File: src/rtl/mmcm_drp_reconfig.sv
`default_nettype none
// ============================================================================
// mmcm_drp_reconfig
// DRP read-modify-write sequencer for run-time MMCME2/PLLE2 reconfiguration.
// Rev 1.0
// ============================================================================
module mmcm_drp_reconfig #(
  parameter int RST_HOLD     = 16,
  parameter int DRDY_TIMEOUT = 255,
  parameter int LOCK_TIMEOUT = 65535
) (
  input  logic        clk,
  input  logic        reset_n,
  input  logic        cfg_valid,
  output logic        cfg_ready,
  input  logic [6:0]  cfg_addr,
  input  logic [15:0] cfg_mask,
  input  logic [15:0] cfg_data,
  input  logic        cfg_last,
  output logic [6:0]  daddr,
  output logic [15:0] di,
  output logic        den,
  output logic        dwe,
  input  logic [15:0] do_in,
  input  logic        drdy,
  output logic        mmcm_rst,
  input  logic        mmcm_locked,
  output logic        busy,
  output logic        done,
  output logic        err
);

  localparam int HOLD_W = $clog2(RST_HOLD + 1);
  localparam int DRDY_W = $clog2(DRDY_TIMEOUT + 1);
  localparam int LOCK_W = $clog2(LOCK_TIMEOUT + 1);

  localparam logic [HOLD_W-1:0] c_hold_last = HOLD_W'(RST_HOLD - 1);
  localparam logic [HOLD_W-1:0] c_hold_one  = HOLD_W'(1);
  localparam logic [DRDY_W-1:0] c_drdy_max  = DRDY_W'(DRDY_TIMEOUT);
  localparam logic [DRDY_W-1:0] c_drdy_one  = DRDY_W'(1);
  localparam logic [LOCK_W-1:0] c_lock_max  = LOCK_W'(LOCK_TIMEOUT);
  localparam logic [LOCK_W-1:0] c_lock_one  = LOCK_W'(1);

  typedef enum logic [3:0] {
    IDLE       = 4'd0,
    HOLD_RST   = 4'd1,
    WAIT_ENTRY = 4'd2,
    RD_REQ     = 4'd3,
    RD_WAIT    = 4'd4,
    WR_REQ     = 4'd5,
    WR_WAIT    = 4'd6,
    RELEASE    = 4'd7,
    WAIT_LOCK  = 4'd8,
    FINISH     = 4'd9
  } state_t;

  state_t            r_state;
  state_t            w_state_nxt;
  logic              r_lock_meta;
  logic              r_lock_s;
  logic [HOLD_W-1:0] r_hold_cnt;
  logic [DRDY_W-1:0] r_drdy_cnt;
  logic [LOCK_W-1:0] r_lock_cnt;
  logic [6:0]        r_addr;
  logic [15:0]       r_mask;
  logic [15:0]       r_data;
  logic              r_last;
  logic [15:0]       r_wdata;
  logic              r_rst;
  logic              r_err;
  logic              w_hold_done;
  logic              w_drdy_to;
  logic              w_lock_to;
  logic              w_rst_nxt;

  // Timeout counters hold "cycles since den/release"; the wait states exit
  // at the maximum, so the increment below can never wrap.
  assign w_hold_done = (r_hold_cnt == c_hold_last);
  assign w_drdy_to   = (r_drdy_cnt >= c_drdy_max);
  assign w_lock_to   = (r_lock_cnt >= c_lock_max);

  always_comb begin
    w_state_nxt = r_state;
    case (r_state)
      IDLE:       if (cfg_valid) w_state_nxt = HOLD_RST;
      HOLD_RST:   if (w_hold_done) w_state_nxt = WAIT_ENTRY;
      WAIT_ENTRY: if (cfg_valid) w_state_nxt = RD_REQ;
      RD_REQ:     w_state_nxt = RD_WAIT;
      RD_WAIT: begin
        if (drdy)           w_state_nxt = WR_REQ;
        else if (w_drdy_to) w_state_nxt = FINISH;
      end
      WR_REQ:     w_state_nxt = WR_WAIT;
      WR_WAIT: begin
        if (drdy)           w_state_nxt = r_last ? RELEASE : WAIT_ENTRY;
        else if (w_drdy_to) w_state_nxt = FINISH;
      end
      RELEASE:    w_state_nxt = WAIT_LOCK;
      WAIT_LOCK:  if (r_lock_s || w_lock_to) w_state_nxt = FINISH;
      FINISH:     w_state_nxt = IDLE;
      default:    w_state_nxt = IDLE;
    endcase
  end

  // Primitive RST is registered from the next-state decode so it never glitches.
  always_comb begin
    w_rst_nxt = 1'b0;
    case (w_state_nxt)
      HOLD_RST, WAIT_ENTRY, RD_REQ, RD_WAIT, WR_REQ, WR_WAIT: w_rst_nxt = 1'b1;
      default: w_rst_nxt = 1'b0;
    endcase
  end

  always_ff @(posedge clk or negedge reset_n) begin
    if (!reset_n) begin
      r_state     <= IDLE;
      r_lock_meta <= 1'b0;
      r_lock_s    <= 1'b0;
      r_hold_cnt  <= '0;
      r_drdy_cnt  <= '0;
      r_lock_cnt  <= '0;
      r_addr      <= '0;
      r_mask      <= '0;
      r_data      <= '0;
      r_last      <= 1'b0;
      r_wdata     <= '0;
      r_rst       <= 1'b0;
      r_err       <= 1'b0;
    end else begin
      r_state     <= w_state_nxt;
      r_lock_meta <= mmcm_locked;
      r_lock_s    <= r_lock_meta;
      r_rst       <= w_rst_nxt;
      case (r_state)
        IDLE: begin
          r_hold_cnt <= '0;
          if (cfg_valid) r_err <= 1'b0;
        end
        HOLD_RST: if (!w_hold_done) r_hold_cnt <= r_hold_cnt + c_hold_one;
        WAIT_ENTRY: begin
          if (cfg_valid) begin
            r_addr <= cfg_addr;
            r_mask <= cfg_mask;
            r_data <= cfg_data;
            r_last <= cfg_last;
          end
        end
        RD_REQ, WR_REQ: r_drdy_cnt <= c_drdy_one;
        RD_WAIT: begin
          if (drdy)           r_wdata    <= (do_in & r_mask) | (r_data & ~r_mask);
          else if (w_drdy_to) r_err      <= 1'b1;
          else                r_drdy_cnt <= r_drdy_cnt + c_drdy_one;
        end
        WR_WAIT: begin
          if (!drdy) begin
            if (w_drdy_to) r_err      <= 1'b1;
            else           r_drdy_cnt <= r_drdy_cnt + c_drdy_one;
          end
        end
        RELEASE: r_lock_cnt <= c_lock_one;
        WAIT_LOCK: begin
          if (!r_lock_s) begin
            if (w_lock_to) r_err      <= 1'b1;
            else           r_lock_cnt <= r_lock_cnt + c_lock_one;
          end
        end
        default: ;
      endcase
    end
  end

  assign cfg_ready = (r_state == WAIT_ENTRY);
  assign den       = (r_state == RD_REQ) || (r_state == WR_REQ);
  assign dwe       = (r_state == WR_REQ);
  assign daddr     = r_addr;
  assign di        = r_wdata;
  assign mmcm_rst  = r_rst;
  assign busy      = (r_state != IDLE) && (r_state != FINISH);
  assign done      = (r_state == FINISH);
  assign err       = r_err;

endmodule
`default_nettype wire

File: config.mk
export PLATFORM = sky130hd
export DESIGN_NAME = mmcm_drp_reconfig
export DESIGN_NICKNAME = d
export VERILOG_FILES = /design/src/rtl/mmcm_drp_reconfig.sv
export SDC_FILE = /design/constraint.sdc
export NUM_CORES = 1
export LEC_CHECK = 0
export CAP_MARGIN = 40
export CORE_MARGIN = 1
export CORE_UTILIZATION = 35
export DETAILED_ROUTE_END_ITERATION = 6
export PLACE_DENSITY = 0.64
export SLEW_MARGIN = 15
export SYNTH_ARGS = -nofsm -noshare
export SYNTH_HDL_FRONTEND = slang
export SYNTH_SLANG_ARGS = --single-unit
File: constraint.sdc
create_clock -name clk -period 5.1 [get_ports clk]
set_clock_uncertainty 0.2 [all_clocks]
set_input_delay 1.02 -clock clk [delete_from_list [all_inputs] [get_ports clk]]
set_output_delay 1.02 -clock clk [all_outputs]
set_load 0.01 [all_outputs]
==> implementation parameters <==
Parameter                              Value

Synth
  Share of flip-flops with an asynchronous set or reset after synthesis    1.00
  Number of flip-flops and latches in the synthesized netlist    93
  Share of synthesized area occupied by flip-flops and latches    0.533
  Number of enable-type register cells in the synthesized netlist    0
  Mux contribution to synthesized area    0.145
  Cell types with the largest area share after synthesis    sky130_fd_sc_hd__dfrtp_1, sky130_fd_sc_hd__mux2_2, sky130_fd_sc_hd__mux2i_1, sky130_fd_sc_hd__xor2_1, sky130_fd_sc_hd__nor2_1
  Simple-gate share of the synthesized area    0.136
  Yosys top cell by area    sky130_fd_sc_hd__dfrtp_1
  Mean cell area of the mapped netlist    11.5 um^2
  Commonest cells post-synth    sky130_fd_sc_hd__dfrtp_1, sky130_fd_sc_hd__mux2_2, sky130_fd_sc_hd__nor2_1
  Cell with the most instances after synthesis    sky130_fd_sc_hd__dfrtp_1
  Area share of fa/ha/maj cells after synthesis    0.0115
  Synth Cell Area    0.00436 mm^2
  Count of cell types in the netlist    47
  Compound-Gate Fraction of Synth Area    0.102
  Xor/xnor cell area share of the yosys netlist    0.0401
  Main combinational cell family by area after synthesis    multiplexers
  Share of Yosys cell area claimed by the top area cell type    0.533
  Gate Count Post-Synth    379
  Most used DFF post-synth    sky130_fd_sc_hd__dfrtp_1
  Syn. warnings    0
  Net count after synthesis    444

STA
  Final max-slew violation count    0
  Final period util    0.693
  Post-route setup slack    1.57 ns
  Rel. slew slack    0.524
  Setup repair after global routing missed its margin    false
  Total Negative Setup Slacks    0 ns
  Final Hold Viols    0
  Final period demand of the worst path    3.53 ns
  Actual slew at the worst max-slew pin    0.714 ns
  Timing-limited maximum frequency    0.283 GHz
  Number of failing setup endpoints in the final timing report    0

Clocking
  Deepest level of the CTS H-tree    3
  CTS Buf Count    9
  TritonCTS clock tree    done
  CTS max path bufs    2
  Post-cts hold buffer count    0
  Cell chosen for the clock root    sky130_fd_sc_hd__clkbuf_16
  Post-CTS Resized    0
  Skew-Pair Late Insertion Delay    0.34 ns
  Buffers inserted by post-CTS timing repair    0
  Clock transition time at the flip-flop clock pins of the worst setup and hold paths    0.06 ns
  Sink Count    93

Floorplanning
  Initial cell density of the core    0.362
  Area of the die    0.0129 mm^2
  Row count    40
  Y dimension of the die    114 um
  Ports placed on the boundary    91
  Core region area    0.0121 mm^2
  Die Wd    114 um

Finish
  Fin cells    635
  Fill cells    1120
  Fin util    0.470
  Ratio of cells with drive above 1 in the final layout    0.154
  Area growth syn-to-layout    30.0%
  ANT cells    0
  # nets final    527
  Design Area, Final    0.00567 mm^2

Critical path
  Cells along the critical path    nor2b_1, and2_1, clkdlybuf4s50_1
  CP max FO    18
  Highest-delay cell along the critical path    sky130_fd_sc_hd__dfrtp_1
  WP buf/inv    1
  Endpoint required time on the critical path    3.88 ns
  Slowest stage delay, CP    0.77 ns
  Critical Path Sink Type    output pin
  Delay-heaviest family, CP    flip-flops
  Startpoint class of the critical path    register
  Path type of the worst setup path    reg2out
  Endpoint arrival time on the critical path    2.31 ns

Routing
  Drt drc    0
  Drt initial violations    169
  Drt total wl    9.36 mm
  Via-per-instance ratio    4.94
  Routed wire per std cell    14.7 um
  Vias    3136
  First-pass detailed-route iteration total    4
  Antenna Nets Post-Route    0

Power and ir drop
  Power Dens Cells    529 mW/mm^2
  Standby leakage power    0.00237 uW
  Worst voltage drop across the vdd grid    0.289 mV

Status
  Result of the run    completed

Placed design
  Instance area after placement    0.00541 mm^2
  Inst Count DP    619
  Minimum setup slack after placement    1.90 ns
  Total of buffers placed on input and output ports    90
  Routability congestion estimate from global placement    0.720
  Half-perimeter wire length after detailed placement    6.62 mm

Global routing
  Number of antenna violations at the first check in global routing    0
  Sum of overflow across all layers after global routing    0
  Largest net degree at the start of global routing    56
  Via count of the first global-routing pass    3303
  First-pass GRT wire length    15.8 mm
  Gr usage total    0.156

Run
  Max cap viols    0

Worst hold path
  Worst min-delay path category    reg2reg
[registers in the layout, summed over array words and instances (netlist names)]
signal	flops
r_lock_s	1
r_lock_meta	1
r_data	16
r_last	1
r_drdy_cnt	8
di	16
daddr	7
r_mask	16
mmcm_rst	1
err	1
r_lock_cnt	16
r_hold_cnt	5
r_state	4
[path summary, 6_finish.rpt]
kind	slack [ns]	to	from	cells past startpoint
setup / recovery	1.57	den	r_state[0]	3
hold / removal	0.15	r_lock_s	r_lock_meta	0
setup reg to reg	2.44	r_lock_cnt[14]	r_state[0]	6
hold reg to reg	0.15	r_lock_s	r_lock_meta	0
max in group asynchronous	3.23	di[12]	reset_n	2
min in group asynchronous	0.52	r_last	reset_n	1
[cell usage in the layout (no fill, tap or decap), drive strengths merged, types with 2 or more instances in the layout]
master	count
a21o	2
buf	5
nand3b	2
nor2	29
o21a	3
or3	4
mux2	42
xnor2	7
nor3b	2
and3	7
and2	3
clkbuf	11
nand3	8
a21oi	23
a31oi	17
dfrtp	93
nor3	11
nand2	20
nor2b	4
clkinv	2
mux2i	16
clkdlybuf4s50	89
o21ai	8
nand4b	2
nand4	9
a22o	5
nand2b	5
xor2	13
o31ai	3
ha	4
inv	7
[metal layers]
metal	track usage	vias to the layer above	wire (um)
met5	0	-	0
met4	0.0404	0	99
met3	0.0670	13	731
met2	0.249	78	4410
met1	0.194	1518	4120
li1	-	1527	-
[layout make-up]
| cell class | count | area, um^2 | area share |
|---|---|---|---|
| Clock buffer | 11 | 233 | 0.0410 |
| Multi-Input combinational cell | 259 | 1900 | 0.335 |
| Sequential cell | 93 | 2330 | 0.410 |
| Timing Repair Buffer | 94 | 948 | 0.167 |
| Clock inverter | 5 | 35.0 | 0.00618 |
| Inverter | 5 | 18.8 | 0.00331 |
| Tap cell | 168 | 210 | 0.0371 |
[where the power goes]
group | switching, uW | internal, uW | total [uW]
clock network | 280 | 332 | 612
logic | 542 | 630 | 1170
registers | 206 | 1010 | 1220
total | 1030 | 1970 | 3000
[metrics by stage]
stage	total power [uW]	hold WS (ns)
3_3_place_gp	2340	0.138
5_1_grt	3210	0.153
3_5_place_dp	2420	0.137
2_1_floorplan	1960	0.131
4_1_cts	3050	0.151
6_report	3000	0.148
[cell families after synthesis]
kind of cell    Yosys count
simple gates            110
flops                    93
compound gates           67
mux                      58
buf+inv                  27
xor+xnor                 20
fa+ha+maj                 4
[worst register-to-register path, stage by stage (launching register included)]
cell and delay, ns:
sky130_fd_sc_hd__dfrtp_1 0.77, sky130_fd_sc_hd__nor2b_1 0.26, sky130_fd_sc_hd__and3_1 0.64, sky130_fd_sc_hd__a31oi_1 0.18, sky130_fd_sc_hd__nor4_1 0.27, sky130_fd_sc_hd__xnor2_1 0.16
sky130_fd_sc_hd__nor2_1 0.05
Note: power is estimated with default switching activity, not from simulation.
